File: src/rtl/pipe_scoreboard.sv
// Hazard/forwarding scoreboard: tracks pending register writes across DEPTH
// post-decode stages and derives forwarding selects, load-use stall and a stall count.
module pipe_scoreboard #(
  parameter int NREG     = 32,
  parameter int ADDR_W   = 5,
  parameter int DEPTH    = 3,
  parameter int ZERO_REG = 31,
  parameter int LOAD_LAT = 1,
  parameter int SEL_W    = $clog2(DEPTH + 1),
  parameter int CNT_W    = 16
) (
  input  logic              clk,
  input  logic              reset,
  input  logic              issue_valid,
  input  logic [ADDR_W-1:0] issue_rd,
  input  logic              issue_regwrite,
  input  logic              issue_is_load,
  input  logic [ADDR_W-1:0] src_a,
  input  logic              src_a_used,
  input  logic [ADDR_W-1:0] src_b,
  input  logic              src_b_used,
  input  logic              flush,
  output logic [SEL_W-1:0]  fwd_sel_a,
  output logic [SEL_W-1:0]  fwd_sel_b,
  output logic              stall,
  output logic              busy,
  output logic [CNT_W-1:0]  stall_count
);

  localparam logic [ADDR_W-1:0] ZR = ADDR_W'(ZERO_REG);

  logic [DEPTH-1:0]             ent_v;
  logic [DEPTH-1:0]             ent_ld;
  logic [DEPTH-1:0][ADDR_W-1:0] ent_rd;
  logic                         haz_a;
  logic                         haz_b;
  logic                         accept;
  logic                         writes;

  // Returns {hazard, select}; scanning oldest to youngest lets the youngest match win.
  function automatic logic [SEL_W:0] lookup(
    input logic [ADDR_W-1:0]             s,
    input logic                          u,
    input logic [DEPTH-1:0]              v,
    input logic [DEPTH-1:0][ADDR_W-1:0]  rds,
    input logic [DEPTH-1:0]              lds
  );
    logic [SEL_W:0] r;
    r = '0;
    for (int k = DEPTH - 1; k >= 0; k--) begin
      if (u && (s != ZR) && v[k] && (rds[k] == s))
        r = {lds[k] && (k < LOAD_LAT), SEL_W'(k + 1)};
    end
    return r;
  endfunction

  function automatic logic [CNT_W-1:0] sat_inc(input logic [CNT_W-1:0] c);
    return (&c) ? c : c + CNT_W'(1);
  endfunction

  assign {haz_a, fwd_sel_a} = lookup(src_a, src_a_used, ent_v, ent_rd, ent_ld);
  assign {haz_b, fwd_sel_b} = lookup(src_b, src_b_used, ent_v, ent_rd, ent_ld);

  assign stall  = issue_valid && !flush && (haz_a || haz_b);
  assign busy   = |ent_v;
  assign accept = issue_valid && !stall && !flush;
  // Indices beyond the architectural file and the hard-zero register never produce.
  assign writes = issue_regwrite && (issue_rd != ZR) && (32'(issue_rd) < NREG);

  // Stage boundary: decode -> entry 0, entry k -> entry k+1
  always_ff @(posedge clk or negedge reset) begin
    if (!reset) begin
      ent_v       <= '0;
      stall_count <= '0;
    end else begin
      ent_v <= (ent_v << 1) | DEPTH'(accept && writes);
      if (stall)
        stall_count <= sat_inc(stall_count);
    end
  end

  always_ff @(posedge clk) begin
    ent_ld <= (ent_ld << 1) | DEPTH'(issue_is_load);
    for (int k = DEPTH - 1; k >= 1; k--)
      ent_rd[k] <= ent_rd[k-1];
    ent_rd[0] <= issue_rd;
  end

endmodule

File: config.mk
export PLATFORM = sky130hd
export DESIGN_NAME = pipe_scoreboard
export DESIGN_NICKNAME = d
export VERILOG_FILES = /design/src/rtl/pipe_scoreboard.sv
export SDC_FILE = /design/constraint.sdc
export NUM_CORES = 1
export LEC_CHECK = 0
export BUFFER_PORTS_ARGS = -buffer_cell sky130_fd_sc_hd__buf_2
export CAP_MARGIN = 25
export CORE_ASPECT_RATIO = 0.6
export CORE_MARGIN = 2
export CORE_UTILIZATION = 50
export CTS_CLUSTER_DIAMETER = 80
export DETAILED_ROUTE_END_ITERATION = 8
export GPL_TIMING_DRIVEN = 0
export PLACE_DENSITY = 0.77
export SLEW_MARGIN = 0
export SYNTH_ARGS = -nofsm -noshare
export SYNTH_HDL_FRONTEND = slang
export SYNTH_SLANG_ARGS = --single-unit
File: constraint.sdc
create_clock -name clk -period 2.8 [get_ports clk]
set_input_delay 0.28 -clock clk [delete_from_list [all_inputs] [get_ports clk]]
set_output_delay 0.28 -clock clk [all_outputs]
set_load 0.03 [all_outputs]
==> After elaboration in Yosys (flattened, before gate mapping) <==
Cells that the tools add are included.
W data, S select, Z words.
{ "totals": {"reg_bits": 35, "in_bits": 23, "output_inout_bits": 22, "elab_cells": 51} }
{ "classes": {"add_sub_neg": 1, "eq_ne": 9, "muxes": 6, "bitwise_logic": 3, "n_reduce_logical": 26} }
{ "ops": {"columns": ["operator", "count"], "rows": [
  ["$eq A5 B5 Y1", 6],
  ["$logic_and A1 B1 Y1", 20],
  ["$add A16 B1 Y16 const B", 1],
  ["$reduce_and A16 Y1", 1],
  ["$ne A5 B5 Y1 const B", 3],
  ["$mux W2", 4],
  ["$mux W3", 2],
  ["$or A3 B1 Y3", 1],
  ["$reduce_or A3 Y1", 1],
  ["$logic_not A1 Y1", 2],
  ["$reduce_and A2 Y1", 1],
  ["$logic_or A1 B1 Y1", 1],
  ["$not A1 Y1", 1],
  ["$or A1 B1 Y1 const A", 1]
]} }

==> Depth between registers and ports, before layout <==
Gate-level depths: netlist of run 1.
{ "logic_depth": {"ltp_word": 14, "mapped_depth": 8} }

==> Worst setup path after synthesis of run 1 <==
No wires, ideal clock.
{ "synth_path": {"path_kind": "register to output", "start": "register ent_rd[12] (netlist name)", "end": "output fwd_sel_a[0]", "arrival_ns": 1.633, "required_time_ns": 2.520, "slack_ns": 0.887, "stages_incl_launch_ff": 5, "n_path_buf": 0, "cell_sequence": "dfxtp_1 xor2_1 nor4_1 nand3_1 o31ai_1"} }
{ "synth_via": {"elab_chain_cells": 5} }
{ "synth_lines": {"columns": ["element", "line", "source"], "rows": [
  ["start: declaration", "34", "logic [DEPTH-1:0][ADDR_W-1:0] ent_rd;"],
  ["start signal: indexed assignment", "85", "ent_rd[k] <= ent_rd[k-1];"],
  ["$eq A5 B5 Y1", "51", "if (u && (s != ZR) && v[k] && (rds[k] == s))"],
  ["$logic_and A1 B1 Y1", "51", null],
  ["$mux W2 (2 in a row)", "51", null],
  ["$mux W3", "51", null],
  ["end: declaration", "23", "output logic [SEL_W-1:0] fwd_sel_a,"]
]} }
Every way passes these cells.

==> Worst setup path after layout of run 1 <==
{ "layout_path": {"start": "register ent_rd[1] (netlist name)", "end": "output stall"} }
{ "layout_via": {"elab_chain_cells": 5, "elab_cells_between_ends": 8, "cone_classes": "eq/ne (2); mux (2); reduce/logical (4)"} }
{ "layout_lines": {"columns": ["element", "line", "source"], "rows": [
  ["$eq A5 B5 Y1", "51", null],
  ["$logic_and A1 B1 Y1", "51", null],
  ["$mux W3", "51", null],
  ["$logic_or A1 B1 Y1 (*)", "64", "assign stall = issue_valid && !flush && (haz_a || haz_b);"],
  ["$logic_and A1 B1 Y1 (*)", "64", null],
  ["end: declaration", "25", "output logic stall,"]
]} }
Mark *: on every way between the ends. The rest lies on a longest branch, timed or not.

==> flow_summary.yaml, run 1 <==
power_and_ir_drop:
  power_leakage_uw: 0.0009802
  vdd_drop_max_mv: 0.3431
  pwr_density_cell_nw_per_um2: 502.1
worst_setup_path:
  cp_cell_sequence: "xor2_1 > nor4_1 > nand4b_1 > nand2_1 > and3_1 > buf_2"
  reg2reg_slack_ns: 0.71
  max_stage_delay_ns: 0.35
  cp-end-kind: "output pin"
  cp_max_fo: 5
  crit_arrival_ns: 1.98
  reg2reg_depth: 7
  reg2reg_to: "stall_count[6]$_DFFE_PN0P_"
  required_ns: 2.52
  cp-start-kind: "flip-flop"
  r2r_start: "ent_rd[1]$_DFF_P_"
  path_class: "flip-flop to output pin"
  startpoint: "ent_rd[1]$_DFF_P_"
  crit_end: "stall"
  cp_slowest_cell: "dfxtp_1"
cts:
  cts_tree: "done"
  htreeDepth: 2
  cts_max_path_buffers: 2
  clk_pin_slew_ns: 0.07
  cts_sinks: 35
  cts_root_buffer: "clkbuf_8"
  cts_setup_buffers: 0
  postCtsResizedCells: 0
  holdBufCountCts: 1
  cts_buffers: 5
  clk_latency_ns: 0.28
floorplan:
  fp.dieW_um: 78.09
  die_h_um: 48.45
  core_um2: 3203
  die_area_um2: 3783
  rows: 16
  initial_utilization_pct: 51.41
  ios: 45
synth:
  synth.distinct_cells: 33
  synth.area.top_cells: "dfrtp_1 29%, dfxtp_1 19%, xnor2_1 13%, xor2_1 11%, nand3_1 4.6%"
  syn-num-nets: 178
  yosys_register_bits: 35
  synth_top_area_share_pct: 28.88
  syn_inst: 154
  seq_area_frac_synth_pct: 48.33
  yosys.area.top_type: "dfrtp_1"
  ys_warn_count: 0
  async_flop_share_pct: 54.29
  syn_area_per_cell_um2: 10.69
  synth_area_um2: 1647
  synth_ff_type: "dfrtp_1"
  synth_edf_count: 0
placement:
  portBuffers: 44
  placedCellCount: 243
  gp_congestion: 0.8659
  dp_hpwl_um: 2939
  dp_slack_ns: 0.6435
  dpl_cell_area_um2: 1923
global_route:
  grt_pass1_wl_um: 6099
  grt_max_degree: 20
  grt_usage_pct: 20.90
  grt.overflow.total: 0
  antenna_found_initial: 0
  grt_pass1_vias: 1236
route:
  drt_iter0_markers: 110
  firstDrtPassIters: 4
  dr_total_vias: 1348
  wl_per_cell_um: 14.59
  avgViaCountPerCell: 5.349
  ant_nets: 0
  post-route-drc-count: 0
  wl_um: 3677
cells_and_area:
  final_cell_area_um2: 2036
  post_route_cells_drive_above_1_share_pct: 28.99
  final_common_cell: "buf_2"
  syn_to_final_growth_pct: 23.63
  diodes: 0
  mostFrequentLayoutCells: "44 x buf_2, 24 x xnor2_1, 21 x xor2_1, 19 x dfrtp_1, 16 x dfxtp_1"
  fin_cells: 252
  fin_nets: 230
min_path:
  min_path_type: "input port to flip-flop"
timing:
  skew_ns: 0.005167
  finalMaxSlewViolations: 0
  tns_ns: 0
  setup-violations-final: 0
  tightest_slew_ns: 0.5042
  slew_headroom_pct: 66.32
  max_clock_freq_ghz: 0.4422
  rsz0062_at_grt: "false"
  fin_ws_ns: 0.5384
  period_share_pct: 80.77
  finalHoldWorstSlack_ns: 0.09972
  finalHoldViolCount: 0
  min_period_ns: 2.262
outcome:
  status: "finished clean"
job:
  maxCapViolations: 0
## kinds of logic (layout without fill, tap and decap cells)
kind of cell | after synthesis | after routing | synth area share, %
compound gates | 11 | 11 | 4.786
xor+xnor | 45 | 45 | 23.94
fa+ha+maj | 1 | 1 | 0.7598
buf+inv | 3 | 56 | 0.9116
flops | 35 | 35 | 48.33
mux | 1 | 1 | 0.6838
simple gates | 58 | 58 | 20.59
## worst min-delay path by stage
stage / from / end / slack [ns] / cells past startpoint
2_1_floorplan: reset / ent_v[0]$_DFF_PN0_ / -0.02 / 0
3_3_place_gp: reset / stall_count[15]$_DFFE_PN0P_ / 0.24 / 1
3_5_place_dp: reset / stall_count[13]$_DFFE_PN0P_ / 0.24 / 1
4_1_cts: issue_is_load / ent_ld[0]$_DFF_P_ / 0.09 / 1
5_1_grt: issue_is_load / ent_ld[0]$_DFF_P_ / 0.09 / 1
6_report: issue_is_load / ent_ld[0]$_DFF_P_ / 0.1 / 1
## cells in the mapped netlist, drive strengths merged (2+ instances only)
cell	instances
and3	5
and4	2
dfrtp	19
dfxtp	16
nand2	9
nand3	15
nand4	7
nand4b	2
nor2	4
nor3	4
nor4	5
o21a	2
o21ai	3
o31ai	2
xnor2	24
xor2	21
## report_power, final
| part | switching [uW] | internal, uW |
|---|---|---|
| clock | 172 | 224 |
| combinational | 49.9 | 42.3 |
| sequential | 17.2 | 517 |
## worst max-delay path, delay by kind of cell, from the launching register on
family | cells | cell delay [ns]
DFF | 1 | 0.35
and+or+nand+nor | 4 | 1.01
xor gates and xnor gates | 1 | 0.15
buffers and inverters | 1 | 0.19
## metrics by stage
stage	total power (uW)	util, %
6_report	1022	63.55
5_1_grt	1065	63.55
4_1_cts	1028	63.55
3_5_place_dp	634.4	60.04
3_3_place_gp	629.6	60.04
2_1_floorplan	589.2	-
## sequential cells by signal (all words and copies together), names as in the netlist
signal       count
ent_rd          15
ent_ld           1
stall_count     16
ent_v            3
## layout make-up
| type | instances | area (um2) |
|---|---|---|
| multi-input combinational | 116 | 835.8 |
| clock buffer | 7 | 96.34 |
| clock inverter | 1 | 6.256 |
| inverter | 1 | 3.754 |
| sequential | 35 | 795.8 |
| tap | 45 | 56.30 |
| buffer | 2 | 11.26 |
| fill | 263 | 1167 |
| timing repair buffer | 45 | 230.2 |
## per-layer routing
metal  GRT usage [%]  up-vias  wire (um)
met5               0        -          0
met4           4.971        0         16
met3           6.530        2        258
met2           28.74       50       1561
met1           32.07      648       1841
li1                -      648          -
(Power assumes the default switching activity.)
==> inputs of run 2 (changes only) <==
==> constraint.sdc (replaced) <==
create_clock -name clk -period 2.2 [get_ports clk]
set_input_delay 0.22 -clock clk [delete_from_list [all_inputs] [get_ports clk]]
set_output_delay 0.22 -clock clk [all_outputs]
set_load 0.03 [all_outputs]
==> flow_summary.yaml, run 2 (same netlist as run 1, synthesis figures left out) <==
cells_and_area:
  diodes: 0
  regMostFlops: "stall_count"
  syn_to_final_growth_pct: 25.00
  fin_cells: 254
  largest_register_ffs: 16
  multi_input_area_um2: 838.3
  fillers: 260
  post_route_cells_drive_above_1_share_pct: 30.14
  finish.utilization_pct: 64.26
  seq_area_um2: 795.8
  final_common_cell: "buf_2"
  mostFrequentLayoutCells: "42 x buf_2, 24 x xnor2_1, 21 x xor2_1, 19 x dfrtp_1, 16 x dfxtp_1"
  fin_nets: 232
  reg.largest.list: "stall_count x16, ent_rd x15, ent_v x3"
timing:
  finalHoldViolCount: 0
  tns_ns: 0
  min_period_ns: 2.125
  slew_headroom_pct: 64.10
  skew_ns: 0.004614
  setup-violations-final: 0
  finalMaxSlewViolations: 0
  max_clock_freq_ghz: 0.4707
  tightest_slew_ns: 0.5374
  period_share_pct: 96.57
floorplan:
  die_h_um: 48.45
  die_area_um2: 3783
  core_um2: 3203
  initial_utilization_pct: 51.41
  ios: 45
  rows: 16
  fp.dieW_um: 78.09
global_route:
  use_met2_pct: 28.74
  grt.overflow.total: 0
  grt_use_met3_pct: 6.530
  grt_pass1_wl_um: 6099
  grt_pass1_vias: 1236
  grt_max_degree: 20
  top_usage_layer: "met1"
  use_met1_pct: 32.07
  antenna_found_initial: 0
  grt_usage_pct: 20.90
placement:
  dp_hpwl_um: 2939
  placedCellCount: 243
  gp_congestion: 0.8659
  portBuffers: 44
worst_setup_path:
  path_class: "flip-flop to output pin"
  crit_cells: 6
  reg2reg_depth: 7
  reg2reg_slack_ns: 0.13
  cp_max_fo: 4
  cp_slowest_cell: "dfxtp_1"
  max_stage_delay_ns: 0.35
  reg2reg_to: "stall_count[6]$_DFFE_PN0P_"
  cp-end-kind: "output pin"
  path_common_cell: "buf_4"
  r2r_start: "ent_rd[2]$_DFF_P_"
  path_buf_inv: 2
  cp-start-kind: "flip-flop"
  crit_arrival_ns: 1.90
  required_ns: 1.98
  critPathTopFamily: "simple AND/OR/NAND/NOR gates"
  cp_cell_sequence: "xor2_1 > nor4_1 > nand4b_1 > buf_4 > o31ai_1 > buf_4"
  startpoint: "ent_rd[2]$_DFF_P_"
  crit_end: "fwd_sel_b[0]"
power_and_ir_drop:
  p_comb_share_pct: 9.1
  p_sw_share_pct: 23.31
  pwr_density_cell_nw_per_um2: 631.7
  p_int_uw: 997.0
  p_sw_uw: 303.1
  p_clk_share_pct: 38.6
  vdd_drop_max_mv: 0.4333
  power_frac_seq_pct: 52.3
  power_leakage_uw: 0.0009890
route:
  firstDrtPassIters: 4
  dr_total_vias: 1345
  wl_um: 3721
  ant_nets: 0
  drt_iter0_markers: 118
  avgViaCountPerCell: 5.295
  post-route-drc-count: 0
  wl_per_cell_um: 14.65
cts:
  cts_max_path_buffers: 2
  clk_pin_slew_ns: 0.07
  cts_root_buffer: "clkbuf_8"
  htreeDepth: 2
  cts_tree: "done"
  cts_buffers: 5
  clk_latency_ns: 0.28
  cts_sinks: 35
job:
  maxCapViolations: 0
outcome:
  status: "finished clean"
min_path:
  min_path_type: "input port to flip-flop"
[run 2: stage by stage]
| step | cell area [um2] | power (uW) | hold slack, ns | setup WS (ns) |
|---|---|---|---|---|
| 2_1_floorplan | 1647 | 749.9 | -0.07559 | 0.3111 |
| 3_3_place_gp | 1923 | 801.3 | 0.1766 | 0.1720 |
| 3_5_place_dp | 1923 | 807.4 | 0.1819 | 0.1035 |
| 4_1_cts | 2036 | 1308 | 0.03068 | 0.01041 |
| 5_1_grt | 2058 | 1356 | 0.02598 | -0.005602 |
| 6_report | 2058 | 1300 | 0.03802 | 0.07540 |
[run 2: worst min path at each step]
stage	startpoint	end	slack [ns]	depth (start not counted)
6_report	issue_is_load	ent_ld[0]$_DFF_P_	0.04	1
5_1_grt	issue_is_load	ent_ld[0]$_DFF_P_	0.03	1
4_1_cts	issue_is_load	ent_ld[0]$_DFF_P_	0.03	1
3_5_place_dp	reset	stall_count[13]$_DFFE_PN0P_	0.18	1
3_3_place_gp	reset	stall_count[15]$_DFFE_PN0P_	0.18	1
2_1_floorplan	reset	ent_v[0]$_DFF_PN0_	-0.08	0
[run 2: area by class of cell]
class | instances | area share, %
repair buffers | 47 | 12.16
clock buffers | 7 | 4.681
clock inverters | 1 | 0.3040
plain buffers | 2 | 0.5471
inverters | 1 | 0.1824
multi-input cells | 116 | 40.73
well taps | 45 | 2.736
flip-flops and latches | 35 | 38.66
[run 2: layer usage]
layer / part of all wire (%) / up-vias
met5: 0 / -
met4: 0.40 / 0
met3: 6.1 / 2
met2: 43 / 44
met1: 51 / 647
li1: - / 652
[run 2: power by group through the flow]
stage | Clock, uW | Combinational (uW) | Sequential [uW]
after global placement | 0 | 110 | 692
after floorplan | 0 | 63.4 | 687
final | 502 | 118 | 680
after global routing | 547 | 127 | 682
after detailed placement | 0 | 115 | 692
after CTS | 512 | 117 | 679
[run 2: repair_timing]
action | CTS | global route
endpoints found under the setup margin | 0 | 2
gates resized for setup | 0 | 4
buffers inserted | 0 | 2
hold endpoints to repair | 19 | 0
hold buffers | 1 | 0
==> inputs of run 3 (changes only) <==
--- a/config.mk
+++ b/config.mk
@@ -5,6 +5,7 @@
 export SDC_FILE = /design/constraint.sdc
 export NUM_CORES = 1
 export LEC_CHECK = 0
+export ABC_CLOCK_PERIOD_IN_PS = 2700
 export BUFFER_PORTS_ARGS = -buffer_cell sky130_fd_sc_hd__buf_2
 export CAP_MARGIN = 25
 export CORE_ASPECT_RATIO = 0.6
@@ -13,7 +14,7 @@
 export CTS_CLUSTER_DIAMETER = 80
 export DETAILED_ROUTE_END_ITERATION = 8
 export GPL_TIMING_DRIVEN = 0
-export PLACE_DENSITY = 0.77
+export PLACE_DENSITY_LB_ADDON = 0.2
 export SLEW_MARGIN = 0
 export SYNTH_ARGS = -nofsm -noshare
 export SYNTH_HDL_FRONTEND = slang
==> constraint.sdc (replaced) <==
create_clock -name clk -period 2.7 [get_ports clk]
set_input_delay 0.27 -clock clk [delete_from_list [all_inputs] [get_ports clk]]
set_output_delay 0.27 -clock clk [all_outputs]
set_load 0.03 [all_outputs]
==> flow_summary.yaml, run 3 (same netlist as run 1, synthesis figures left out) <==
outcome:
  status: "finished clean"
route:
  wl_met3_um: 199
  drt_iter0_markers: 95
  wl_um: 3726
  post-route-drc-count: 0
  firstDrtPassIters: 4
  ant_nets: 0
  met2_length_um: 1484
  dr_total_vias: 1323
  avgViaCountPerCell: 5.250
  highest_layer: "met4"
  wl_per_cell_um: 14.79
  wirelength_met1_um: 1971
placement:
  placedCellCount: 243
  portBuffers: 44
  gp_congestion: 0.9609
  dp_hpwl_um: 2856
power_and_ir_drop:
  power_leakage_uw: 0.0009758
  vdd_drop_max_mv: 0.3253
  pwr_density_cell_nw_per_um2: 525.9
worst_setup_path:
  cp_max_fo: 5
  max_stage_delay_ns: 0.40
  cp-end-kind: "output pin"
  reg2reg_to: "stall_count[3]$_DFFE_PN0P_"
  critPathTopFamily: "simple AND/OR/NAND/NOR gates"
  cp-start-kind: "flip-flop"
  crit_arrival_ns: 2.04
  cp_slowest_cell: "nor4_1"
  cp_cell_sequence: "xor2_1 > nor4_1 > nand4b_1 > nand2_1 > and3_1 > buf_2"
  r2r_start: "ent_rd[1]$_DFF_P_"
  reg2reg_slack_ns: 0.53
  path_class: "flip-flop to output pin"
  reg2reg_depth: 7
  path_buf_inv: 1
  required_ns: 2.43
global_route:
  grt_pass1_vias: 1262
  grt_max_degree: 20
  grt_usage_pct: 21.42
  antenna_found_initial: 0
  grt_pass1_wl_um: 6147
  grt.overflow.total: 0
cells_and_area:
  fin_cells: 252
  syn_to_final_growth_pct: 23.71
  regMostFlops: "stall_count"
  final_common_cell: "buf_2"
  largest_register_ffs: 16
  fin_nets: 230
  reg.largest.list: "stall_count x16, ent_rd x15, ent_v x3"
  post_route_cells_drive_above_1_share_pct: 28.99
  mostFrequentLayoutCells: "44 x buf_2, 24 x xnor2_1, 21 x xor2_1, 19 x dfrtp_1, 16 x dfxtp_1"
  diodes: 0
min_path:
  hold_path_end: "ent_ld[0]$_DFF_P_"
  hold_depth: 1
  hp-start: "issue_is_load"
  min_path_type: "input port to flip-flop"
cts:
  cts_root_buffer: "clkbuf_8"
  htreeDepth: 2
  clk_latency_ns: 0.29
  cts_sinks: 35
  cts_tree: "done"
  clk_pin_slew_ns: 0.07
  postCtsResizedCells: 0
  cts_buffers: 5
  cts_max_path_buffers: 2
timing:
  max_clock_freq_ghz: 0.4335
  tightest_slew_ns: 0.5525
  finalMaxSlewViolations: 0
  finalHoldViolCount: 0
  slew_headroom_pct: 63.09
  min_period_ns: 2.307
  rsz0062_at_grt: "false"
  tns_ns: 0
  setup-violations-final: 0
  finalHoldWorstSlack_ns: 0.07442
  period_share_pct: 85.44
  skew_ns: 0.004886
floorplan:
  fp.dieW_um: 78.09
  rows: 16
  ios: 45
  die_area_um2: 3783
  core_um2: 3203
  initial_utilization_pct: 51.41
  die_h_um: 48.45
job:
  maxCapViolations: 0
run 3: per-stage QoR:
stage	worst slack (ns)	cell area (um2)	total power (uW)	utilization [%]
floorplan	0.7969	1647	611.0	-
global placement	0.5250	1923	653.5	60.04
detailed placement	0.4561	1923	657.6	60.04
CTS	0.4087	2037	1079	63.59
global route	0.3304	2037	1114	63.59
finish	0.3931	2037	1071	63.59
run 3: metal layers:
layer | vias to the layer above | GRT usage [%]
li1 | 643 | -
met1 | 631 | 33.37
met2 | 39 | 27.59
met3 | 10 | 5.597
met4 | 0 | 9.357
met5 | - | 0
run 3: timing repair:
item	4_1_cts	5_1_grt
hold endpoints to repair	19	0
setup buffers	0	0
hold buffers	1	0
run 3: how the worst max path moves through the flow:
stage / startpoint / to / slack (ns) / depth (start not counted)
4_1_cts: ent_rd[1]$_DFF_P_ / stall / 0.41 / 6
2_1_floorplan: ent_rd[12]$_DFF_P_ / fwd_sel_a[0] / 0.80 / 4
3_3_place_gp: src_b[1] / stall_count[9]$_DFFE_PN0P_ / 0.52 / 8
6_report: ent_rd[1]$_DFF_P_ / stall / 0.39 / 6
3_5_place_dp: src_b[1] / stall_count[3]$_DFFE_PN0P_ / 0.46 / 8
5_1_grt: ent_rd[1]$_DFF_P_ / stall / 0.33 / 6
run 3: power breakdown:
group	switching (uW)	internal (uW)	leakage, uW
clock network	191	232	0.0000505
registers	16.2	536	0.000399
logic	52.5	43.8	0.000526
run 3: final cells by class:
cell class | count | area [um2]
well taps | 45 | 56.30
clock inverters | 1 | 7.507
multi-input cells | 116 | 835.8
plain buffers | 2 | 11.26
repair buffers | 45 | 230.2
clock buffers | 7 | 96.34
fillers | 258 | 1166
flip-flops and latches | 35 | 795.8
inverters | 1 | 3.754
